**config.mk**
```make
export PLATFORM = sky130hd
export DESIGN_NAME = fb_write_arbiter_flat
export DESIGN_NICKNAME = d
export VERILOG_FILES = /design/src/rtl/fb_write_arbiter_if.sv /design/src/rtl/fb_write_arbiter.sv /design/src/flat_wrapper.sv
export SDC_FILE = /design/constraint.sdc
export NUM_CORES = 1
export LEC_CHECK = 0
export BUFFER_PORTS_ARGS = -buffer_cell sky130_fd_sc_hd__buf_4
export CORE_MARGIN = 4
export CORE_UTILIZATION = 29
export DETAILED_ROUTE_END_ITERATION = 8
export SETUP_SLACK_MARGIN = 0.4
export SYNTH_ARGS = -nofsm -noshare
export SYNTH_HDL_FRONTEND = slang
export SYNTH_SLANG_ARGS = --single-unit
```
**constraint.sdc**
```tcl
create_clock -name clk -period 4.6 [get_ports clk]
set_input_delay 0.92 -clock clk [delete_from_list [all_inputs] [get_ports clk]]
set_output_delay 0.92 -clock clk [all_outputs]
set_load 0.05 [all_outputs]
```
**src/rtl/fb_write_arbiter_if.sv**
```systemverilog
// Framebuffer write-arbiter bus: two requesters in, one framebuffer write port out.
interface fb_write_arbiter_if #(
    parameter int unsigned ADDR_W = 15,
    parameter int unsigned DATA_W = 8
);
    logic              vblank;
    logic              a_req;
    logic              b_req;
    logic [ADDR_W-1:0] a_addr;
    logic [ADDR_W-1:0] b_addr;
    logic [DATA_W-1:0] a_data;
    logic [DATA_W-1:0] b_data;
    logic              a_lock;
    logic              b_lock;
    logic              a_ack;
    logic              b_ack;
    logic              we;
    logic [ADDR_W-1:0] waddr;
    logic [DATA_W-1:0] wdata;
    logic              busy;

    // Requester/display side: drives requests, observes acks and the write port
    modport master (
        output vblank, a_req, b_req, a_addr, b_addr, a_data, b_data, a_lock, b_lock,
        input  a_ack, b_ack, we, waddr, wdata, busy
    );

    // Arbiter side
    modport slave (
        input  vblank, a_req, b_req, a_addr, b_addr, a_data, b_data, a_lock, b_lock,
        output a_ack, b_ack, we, waddr, wdata, busy
    );
endinterface

```
**src/rtl/fb_write_arbiter.sv**
```systemverilog
// Two-requester framebuffer write arbiter: round-robin with bounded burst lock,
// optional vblank-only granting, at most one write every two cycles.
module fb_write_arbiter #(
    parameter int unsigned ADDR_W      = 15,
    parameter int unsigned DATA_W      = 8,
    parameter bit          VBLANK_ONLY = 1'b0,
    parameter int unsigned MAX_LOCK    = 16
) (
    input  logic               clk,
    input  logic               rst,
    fb_write_arbiter_if.slave  bus
);
    localparam int unsigned CNT_W = 8;

    typedef enum logic {IDLE, GRANT} state_t;

    state_t             state, state_n;
    logic               we_q, we_n;
    logic               a_ack_q, a_ack_n;
    logic               b_ack_q, b_ack_n;
    logic               busy_q, busy_n;
    logic [ADDR_W-1:0]  waddr_q, waddr_n;
    logic [DATA_W-1:0]  wdata_q, wdata_n;
    logic               last_b, last_b_n;
    logic               lock_flag, lock_flag_n;
    logic [CNT_W-1:0]   lock_cnt, lock_cnt_n;

    logic               elig_a, elig_b;
    logic               locked_regrant;
    logic               win_b;

    assign bus.we    = we_q;
    assign bus.a_ack = a_ack_q;
    assign bus.b_ack = b_ack_q;
    assign bus.busy  = busy_q;
    assign bus.waddr = waddr_q;
    assign bus.wdata = wdata_q;

    // Eligibility and winner selection (lock first, then round-robin, then single)
    always_comb begin
        elig_a         = bus.a_req && (!VBLANK_ONLY || bus.vblank);
        elig_b         = bus.b_req && (!VBLANK_ONLY || bus.vblank);
        locked_regrant = lock_flag && (lock_cnt < CNT_W'(MAX_LOCK)) &&
                         (last_b ? elig_b : elig_a);
        if (locked_regrant) begin
            win_b = last_b;
        end else if (elig_a && elig_b) begin
            win_b = !last_b;
        end else begin
            win_b = elig_b;
        end
    end

    // Next-state and next-output logic
    always_comb begin
        state_n     = state;
        we_n        = 1'b0;
        a_ack_n     = 1'b0;
        b_ack_n     = 1'b0;
        busy_n      = 1'b0;
        waddr_n     = waddr_q;
        wdata_n     = wdata_q;
        last_b_n    = last_b;
        lock_flag_n = lock_flag;
        lock_cnt_n  = lock_cnt;
        case (state)
            IDLE: begin
                if (elig_a || elig_b) begin
                    state_n     = GRANT;
                    we_n        = 1'b1;
                    busy_n      = 1'b1;
                    a_ack_n     = !win_b;
                    b_ack_n     = win_b;
                    waddr_n     = win_b ? bus.b_addr : bus.a_addr;
                    wdata_n     = win_b ? bus.b_data : bus.a_data;
                    last_b_n    = win_b;
                    lock_flag_n = win_b ? bus.b_lock : bus.a_lock;
                    if (locked_regrant) begin
                        lock_cnt_n = (lock_cnt == {CNT_W{1'b1}}) ? lock_cnt
                                                                 : lock_cnt + CNT_W'(1);
                    end else begin
                        lock_cnt_n = '0;
                    end
                end
            end
            GRANT: state_n = IDLE;
            default: state_n = IDLE;
        endcase
    end

    // State and registered outputs; reset aborts any write in flight
    always_ff @(posedge clk or negedge rst) begin
        if (!rst) begin
            state     <= IDLE;
            we_q      <= 1'b0;
            a_ack_q   <= 1'b0;
            b_ack_q   <= 1'b0;
            busy_q    <= 1'b0;
            waddr_q   <= '0;
            wdata_q   <= '0;
            last_b    <= 1'b1;
            lock_flag <= 1'b0;
            lock_cnt  <= '0;
        end else begin
            state     <= state_n;
            we_q      <= we_n;
            a_ack_q   <= a_ack_n;
            b_ack_q   <= b_ack_n;
            busy_q    <= busy_n;
            waddr_q   <= waddr_n;
            wdata_q   <= wdata_n;
            last_b    <= last_b_n;
            lock_flag <= lock_flag_n;
            lock_cnt  <= lock_cnt_n;
        end
    end
endmodule
```
**src/flat_wrapper.sv**
```systemverilog
// flat-port wrapper written by rule: the top's interface ports become plain ports
module fb_write_arbiter_flat 
#(
    parameter int unsigned ADDR_W      = 15,
    parameter int unsigned DATA_W      = 8,
    parameter bit          VBLANK_ONLY = 1'b0,
    parameter int unsigned MAX_LOCK    = 16
)
  (clk, rst, bus_vblank, bus_a_req, bus_b_req, bus_a_addr, bus_b_addr, bus_a_data, bus_b_data, bus_a_lock, bus_b_lock, bus_a_ack, bus_b_ack, bus_we, bus_waddr, bus_wdata, bus_busy);
  fb_write_arbiter_if #(.ADDR_W(ADDR_W), .DATA_W(DATA_W)) bus_i ();
  input  logic clk;
  input  logic rst;
  input wire logic [$bits(bus_i.vblank)-1:0] bus_vblank;
  input wire logic [$bits(bus_i.a_req)-1:0] bus_a_req;
  input wire logic [$bits(bus_i.b_req)-1:0] bus_b_req;
  input wire logic [$bits(bus_i.a_addr)-1:0] bus_a_addr;
  input wire logic [$bits(bus_i.b_addr)-1:0] bus_b_addr;
  input wire logic [$bits(bus_i.a_data)-1:0] bus_a_data;
  input wire logic [$bits(bus_i.b_data)-1:0] bus_b_data;
  input wire logic [$bits(bus_i.a_lock)-1:0] bus_a_lock;
  input wire logic [$bits(bus_i.b_lock)-1:0] bus_b_lock;
  output wire logic [$bits(bus_i.a_ack)-1:0] bus_a_ack;
  output wire logic [$bits(bus_i.b_ack)-1:0] bus_b_ack;
  output wire logic [$bits(bus_i.we)-1:0] bus_we;
  output wire logic [$bits(bus_i.waddr)-1:0] bus_waddr;
  output wire logic [$bits(bus_i.wdata)-1:0] bus_wdata;
  output wire logic [$bits(bus_i.busy)-1:0] bus_busy;
  assign bus_i.vblank = bus_vblank;
  assign bus_i.a_req = bus_a_req;
  assign bus_i.b_req = bus_b_req;
  assign bus_i.a_addr = bus_a_addr;
  assign bus_i.b_addr = bus_b_addr;
  assign bus_i.a_data = bus_a_data;
  assign bus_i.b_data = bus_b_data;
  assign bus_i.a_lock = bus_a_lock;
  assign bus_i.b_lock = bus_b_lock;
  assign bus_a_ack = bus_i.a_ack;
  assign bus_b_ack = bus_i.b_ack;
  assign bus_we = bus_i.we;
  assign bus_waddr = bus_i.waddr;
  assign bus_wdata = bus_i.wdata;
  assign bus_busy = bus_i.busy;
  fb_write_arbiter #(.ADDR_W(ADDR_W), .DATA_W(DATA_W), .VBLANK_ONLY(VBLANK_ONLY), .MAX_LOCK(MAX_LOCK)) u_core (.clk(clk), .rst(rst), .bus(bus_i));
endmodule
```
=== After elaboration in Yosys (flattened, before gate mapping) ===
Index checks and enable logic that the tools add are counted.

* $add $sub $neg: 1
* Order comparisons: 1
* Equal/unequal tests: 2
* Muxes and demuxes: 15
* Bitwise gates (word level): 1
* Reduce and logical (&&, ||, !) cells: 8

{| class="wikitable"
|+ Operators with widths
! operator !! count
|-
| $mux 8 || 3
|-
| $mux 15 || 1
|-
| $mux 1 || 10
|-
| $add 8x1->8 const B || 1
|-
| $eq 8x8->1 const B || 1
|-
| $lt 8x5->1 const B || 1
|-
| $logic_and 1x1->1 || 3
|-
| $reduce_and 3->1 || 1
|-
| $logic_not 1->1 || 2
|-
| $ne 2x2->1 const B || 1
|-
| $pmux 1 s2 || 1
|-
| $reduce_and 2->1 || 1
|-
| $logic_or 1x1->1 || 1
|-
| $not 1->1 || 1
|}

* Bits in registers: 37
* Output and inout bits: 27
* Logic and storage cells: 37

=== Logic depth before layout (Yosys ltp) ===
* Depth in word-level cells: 7
* Gate-level depth with buffers: 6
* Depth with buffers taken out: 4

=== Worst setup path after synthesis ===
No wires, ideal clock.

* Path kind: input to register
* From: input bus_a_req
* To: register u_core.waddr_q[10], in the netlist u_core.bus.waddr[10]
* Setup time: 0.066 ns
* Arrival time: 1.946 ns
* Required time: 4.534 ns
* Slack: 2.588 ns
* Stages on the path: 4
* Buffers on the path: 1
* Cell sequence: nor4b_2 > nor3_1 > buf_6 > a221o_1

* Longest elaborated chain between the ends: 4

{| class="wikitable"
|+ Ends and longest elaborated chain
! element !! RTL line !! source
|-
| start, declared || flat_wrapper.sv:14 || <nowiki>input wire logic [$bits(bus_i.a_req)-1:0] bus_a_req;</nowiki>
|-
| $logic_and 1x1->1 / $mux 1 (equally long branches) || fb_write_arbiter.sv:47, fb_write_arbiter.sv:44 ||
|-
| $mux 1 / $logic_and 1x1->1 (equally long branches) || fb_write_arbiter.sv:47, fb_write_arbiter.sv:43 ||
|-
| $mux 1 || fb_write_arbiter.sv:45 || <nowiki>if (locked_regrant) begin</nowiki>
|-
| $mux 15 || fb_write_arbiter.sv:74 || <nowiki>waddr_n = win_b ? bus.b_addr : bus.a_addr;</nowiki>
|-
| end signal, assigned || fb_write_arbiter.sv:110 || <nowiki>waddr_q <= waddr_n;</nowiki>
|-
| end, declared || fb_write_arbiter.sv:22 || <nowiki>logic [ADDR_W-1:0] waddr_q, waddr_n;</nowiki>
|}

Several ways; a longest one is shown, not always the timed one.
A chain may end at the register's enable or synchronous reset.

=== Worst setup path in the final report ===
* From: register u_core.state
* To: register u_core.waddr_q[10], in the netlist u_core.bus.waddr[10]

* Longest elaborated chain between the ends: 2

{| class="wikitable"
|+ Ends and longest elaborated chain
! element !! RTL line !! source
|-
| start, declared || fb_write_arbiter.sv:17 || <nowiki>state_t state, state_n;</nowiki>
|-
| start signal, assigned || fb_write_arbiter.sv:105 || <nowiki>state <= state_n;</nowiki>
|-
| $not 1->1 (no source line) || n/a ||
|-
| $reduce_and 2->1 (no source line) || n/a ||
|}

No other way between the ends.

==> qor.csv <==
stage,metric,value,unit
finish,Layout area overhead,36.5,%
yosys,Yosys warnings,0,
sta,final setup TNS,0,ns
clock_tree,# H-tree levels,2,
yosys,Post-Synthesis Cells,197,
clock_tree,hold buffer count at cts,0,
route,routed vias/inst,5.45,
setup_path,R2R Setup Slk,2.01,ns
setup_path,"critical path, cell by cell",inv_1 > o211ai_1 > nor3_2 > buf_4 > a221o_1,
sta,"Slew Viols, Final",0,
sta,Fmax,386,MHz
power_and_ir_drop,power per standard cell area,509,nW/um^2
route,DRC,0,
die,Initial Util,0.304,
power_and_ir_drop,sw power,0.592,mW
clock_tree,clk sinks,36,
worst_hold_path,Worst Hold Depth,1,
setup_path,CP startpoint kind,register,
route,vias,1891,
sta,final hold slack,0.529,ns
global_route,largest net degree at the start of global routing,37,
setup_path,WP data required,4.82,ns
global_route,vias in the first global route,2018,
route,routed wire length,5.98,mm
yosys,Synth Register Bits,36,
global_route,met2 usage,0.248,
setup_path,crit-path max cell delay,0.74,ns
finish,layout cells sized above 1,0.374,
worst_hold_path,Hold Path Sink,u_core.lock_cnt[7],
setup_path,Bufs and invs on worst path,2,
clock_tree,clk buf depth,2,
die,Die Width,90.2,um
sta,worst slew pin tran,1.20,ns
place,pre-CTS setup slack,1.94,ns
yosys,"count leader, synth",nand2_1,
route,post-route ant nets,0,
yosys,post-synthesis sequential area ratio,0.460,
place,I/O Buffers,78,
setup_path,CP Class,register to register,
place,placed insts,339,
route,drt first pass iters,4,
run_status,status,"finished, final reports clean",
clock_tree,clock root cell,clkbuf_8,
yosys,Post-synth EDFFs,0,
global_route,GRT Overall Usage,0.149,
setup_path,worst reg2reg path depth,5,
yosys,syn avg cell area,9.95,um^2
clock_tree,post-CTS resize count,0,
finish,fin cells,347,
sta,unrepaired setup endpoints after global routing,no,
die,Die Ht,90.2,um
sta,Tmin final,2.59,ns
route,Initial DRC Count,85,
finish,Ant. Diodes,0,
yosys,synth cell count leaders,"52 x nand2_1, 35 x dfrtp_1, 23 x a32oi_1, 20 x a221o_1, 9 x clkbuf_1",
die,number of core rows,29,
yosys,post-synth top area cell,dfrtp_1,
global_route,initial antenna violation count,0,
power_and_ir_drop,sequential share of power,0.339,
flow_run,number of max-cap violations,0,
worst_hold_path,HP Start,u_core.lock_cnt[7],
die,die footprint,8140,um^2
power_and_ir_drop,Leak,1.28,nW
sta,Finish-stage setup viols,0,
yosys,Synth Cell Area,1960,um^2
global_route,gr busiest metal,met2,
sta,Setup WS post-layout,2.01,ns
sta,final worst-path cycle share,0.563,
setup_path,CP max FO,24,
yosys,Post-synth ARST share,1.00,
setup_path,critical path's top delay family,buffers and inverters,
route,wire per inst,17.2,um
yosys,Area contributors post-synth,"dfrtp_1 45%, a32oi_1 10%, a221o_1 10%",
yosys,library cells used by synthesis,35,
place,GP Congestion,0.744,
sta,clock skew,0.00584,ns
setup_path,R2R Path Start,u_core.state,
clock_tree,CTS Buf Count,5,
worst_hold_path,worst hold path class,register to register,
place,hpwl dp,4.02,mm
yosys,top_reg_cell synth,dfrtp_1,
setup_path,crit end category,register,
global_route,total grt overflow,0,
yosys,Synthesized Nets,251,
clock_tree,# Post-CTS Setup Buffers,0,
power_and_ir_drop,Clock Power Share,0.198,
setup_path,WP data arrival,2.81,ns
global_route,first-pass GRT wire length,9.93,mm
power_and_ir_drop,combinational share of power,0.463,
power_and_ir_drop,Int Pwr,0.770,mW
setup_path,r2r endpoint,u_core.bus.waddr[10],
yosys,top cell type's share of synthesized area,0.447,
die,IO Pins,80,
clock_tree,CTS tree,yes,
clock_tree,clock slew at reported path FFs,0.07,ns
power_and_ir_drop,VDD IR-drop max,178,uV
clock_tree,clock latency on the worst-skew pair,0.28,ns
setup_path,Critical Path Slowest Stage Cell,nor3_2,
finish,final net count,323,
global_route,routing usage on met3,0.0401,
sta,Rel. slew slack,0.200,
power_and_ir_drop,sw frac,0.435,
global_route,grt met1 use,0.185,
die,core area,6460,um^2
sta,"Hold Vio Cnt, Final",0,
## final cells by class
class	count	area (um^2)
Timing Repair Buffer	80	601
Multi-Input combinational cell	145	966
Tap cell	77	96.3
Fill cell	627	3780
Sequential cell	36	902
Clock buffer	6	72.6
Clock inverter	2	35.0
Inverter	1	3.75
## routing by layer
metal | vias to the layer above | routed length (um)
met4 | 0 | 138
met2 | 62 | 2920
met3 | 13 | 288
met5 | - | 0
li1 | 910 | -
met1 | 906 | 2640
## worst max path at each step
stage | slack [ns] | endpoint | cells past startpoint | from
after floorplan | 2.59 | u_core.bus.waddr[10] | 4 | bus_a_req
after global placement | 1.99 | u_core.bus.wdata[7] | 6 | bus_a_req
after detailed placement | 1.94 | u_core.bus.waddr[10] | 6 | bus_a_req
after CTS | 1.93 | u_core.bus.waddr[10] | 5 | u_core.state
after global routing | 1.78 | u_core.bus.waddr[10] | 5 | u_core.state
final | 2.01 | u_core.bus.waddr[10] | 5 | u_core.state
## through the flow
step	util	total power [mW]	cell area, um^2
final	0.414	1.36	2680
after global routing	0.414	1.44	2680
after CTS	0.414	1.38	2680
after detailed placement	0.398	1.10	2570
after global placement	0.398	1.09	2570
after floorplan	-	0.897	1960
## cell families (layout without fill, tap and decap cells)
kind of cell,after synthesis,in the layout,synth area share
compound gates,66,66,0.290
flops,36,36,0.460
buf+inv,16,89,0.0523
fa+ha+maj,1,1,0.00638
simple gates,75,75,0.177
mux,1,1,0.00574
xor+xnor,2,2,0.00894
## sequential cells by signal (all words and copies together) (netlist names)
register	count
u_core.bus.a_ack	1
u_core.lock_cnt	8
u_core.bus.b_ack	1
u_core.state	1
u_core.bus.waddr	15
u_core.bus.wdata	8
u_core.lock_flag	1
u_core.last_b	1
## placed cells by master (no fill, tap or decap), types with 2 or more instances in the layout
master    Yosys  layout
nor2_1        5       4
a31oi_1       2       2
nand2_1      52      52
a21oi_1       4       4
and4_1        2       2
nor2b_1       3       2
dfrtp_1      35      35
clkbuf_8      0       5
a221o_1      20      20
a32oi_1      23      23
buf_4         1      80
nand3_1       2       2
xor2_1        2       2
o21a_1        3       3
and3_1        2       2
nand2b_1      2       2
o21ai_0       7       7
a221o_2       3       3
## power groups by stage
stage	clock, mW	combinational [mW]	sequential, mW
after floorplan	0	0.203	0.694
after global placement	0	0.629	0.462
after detailed placement	0	0.639	0.464
after CTS	0.280	0.637	0.462
after global routing	0.295	0.674	0.475
final	0.270	0.631	0.462
(Power assumes the default switching activity.)
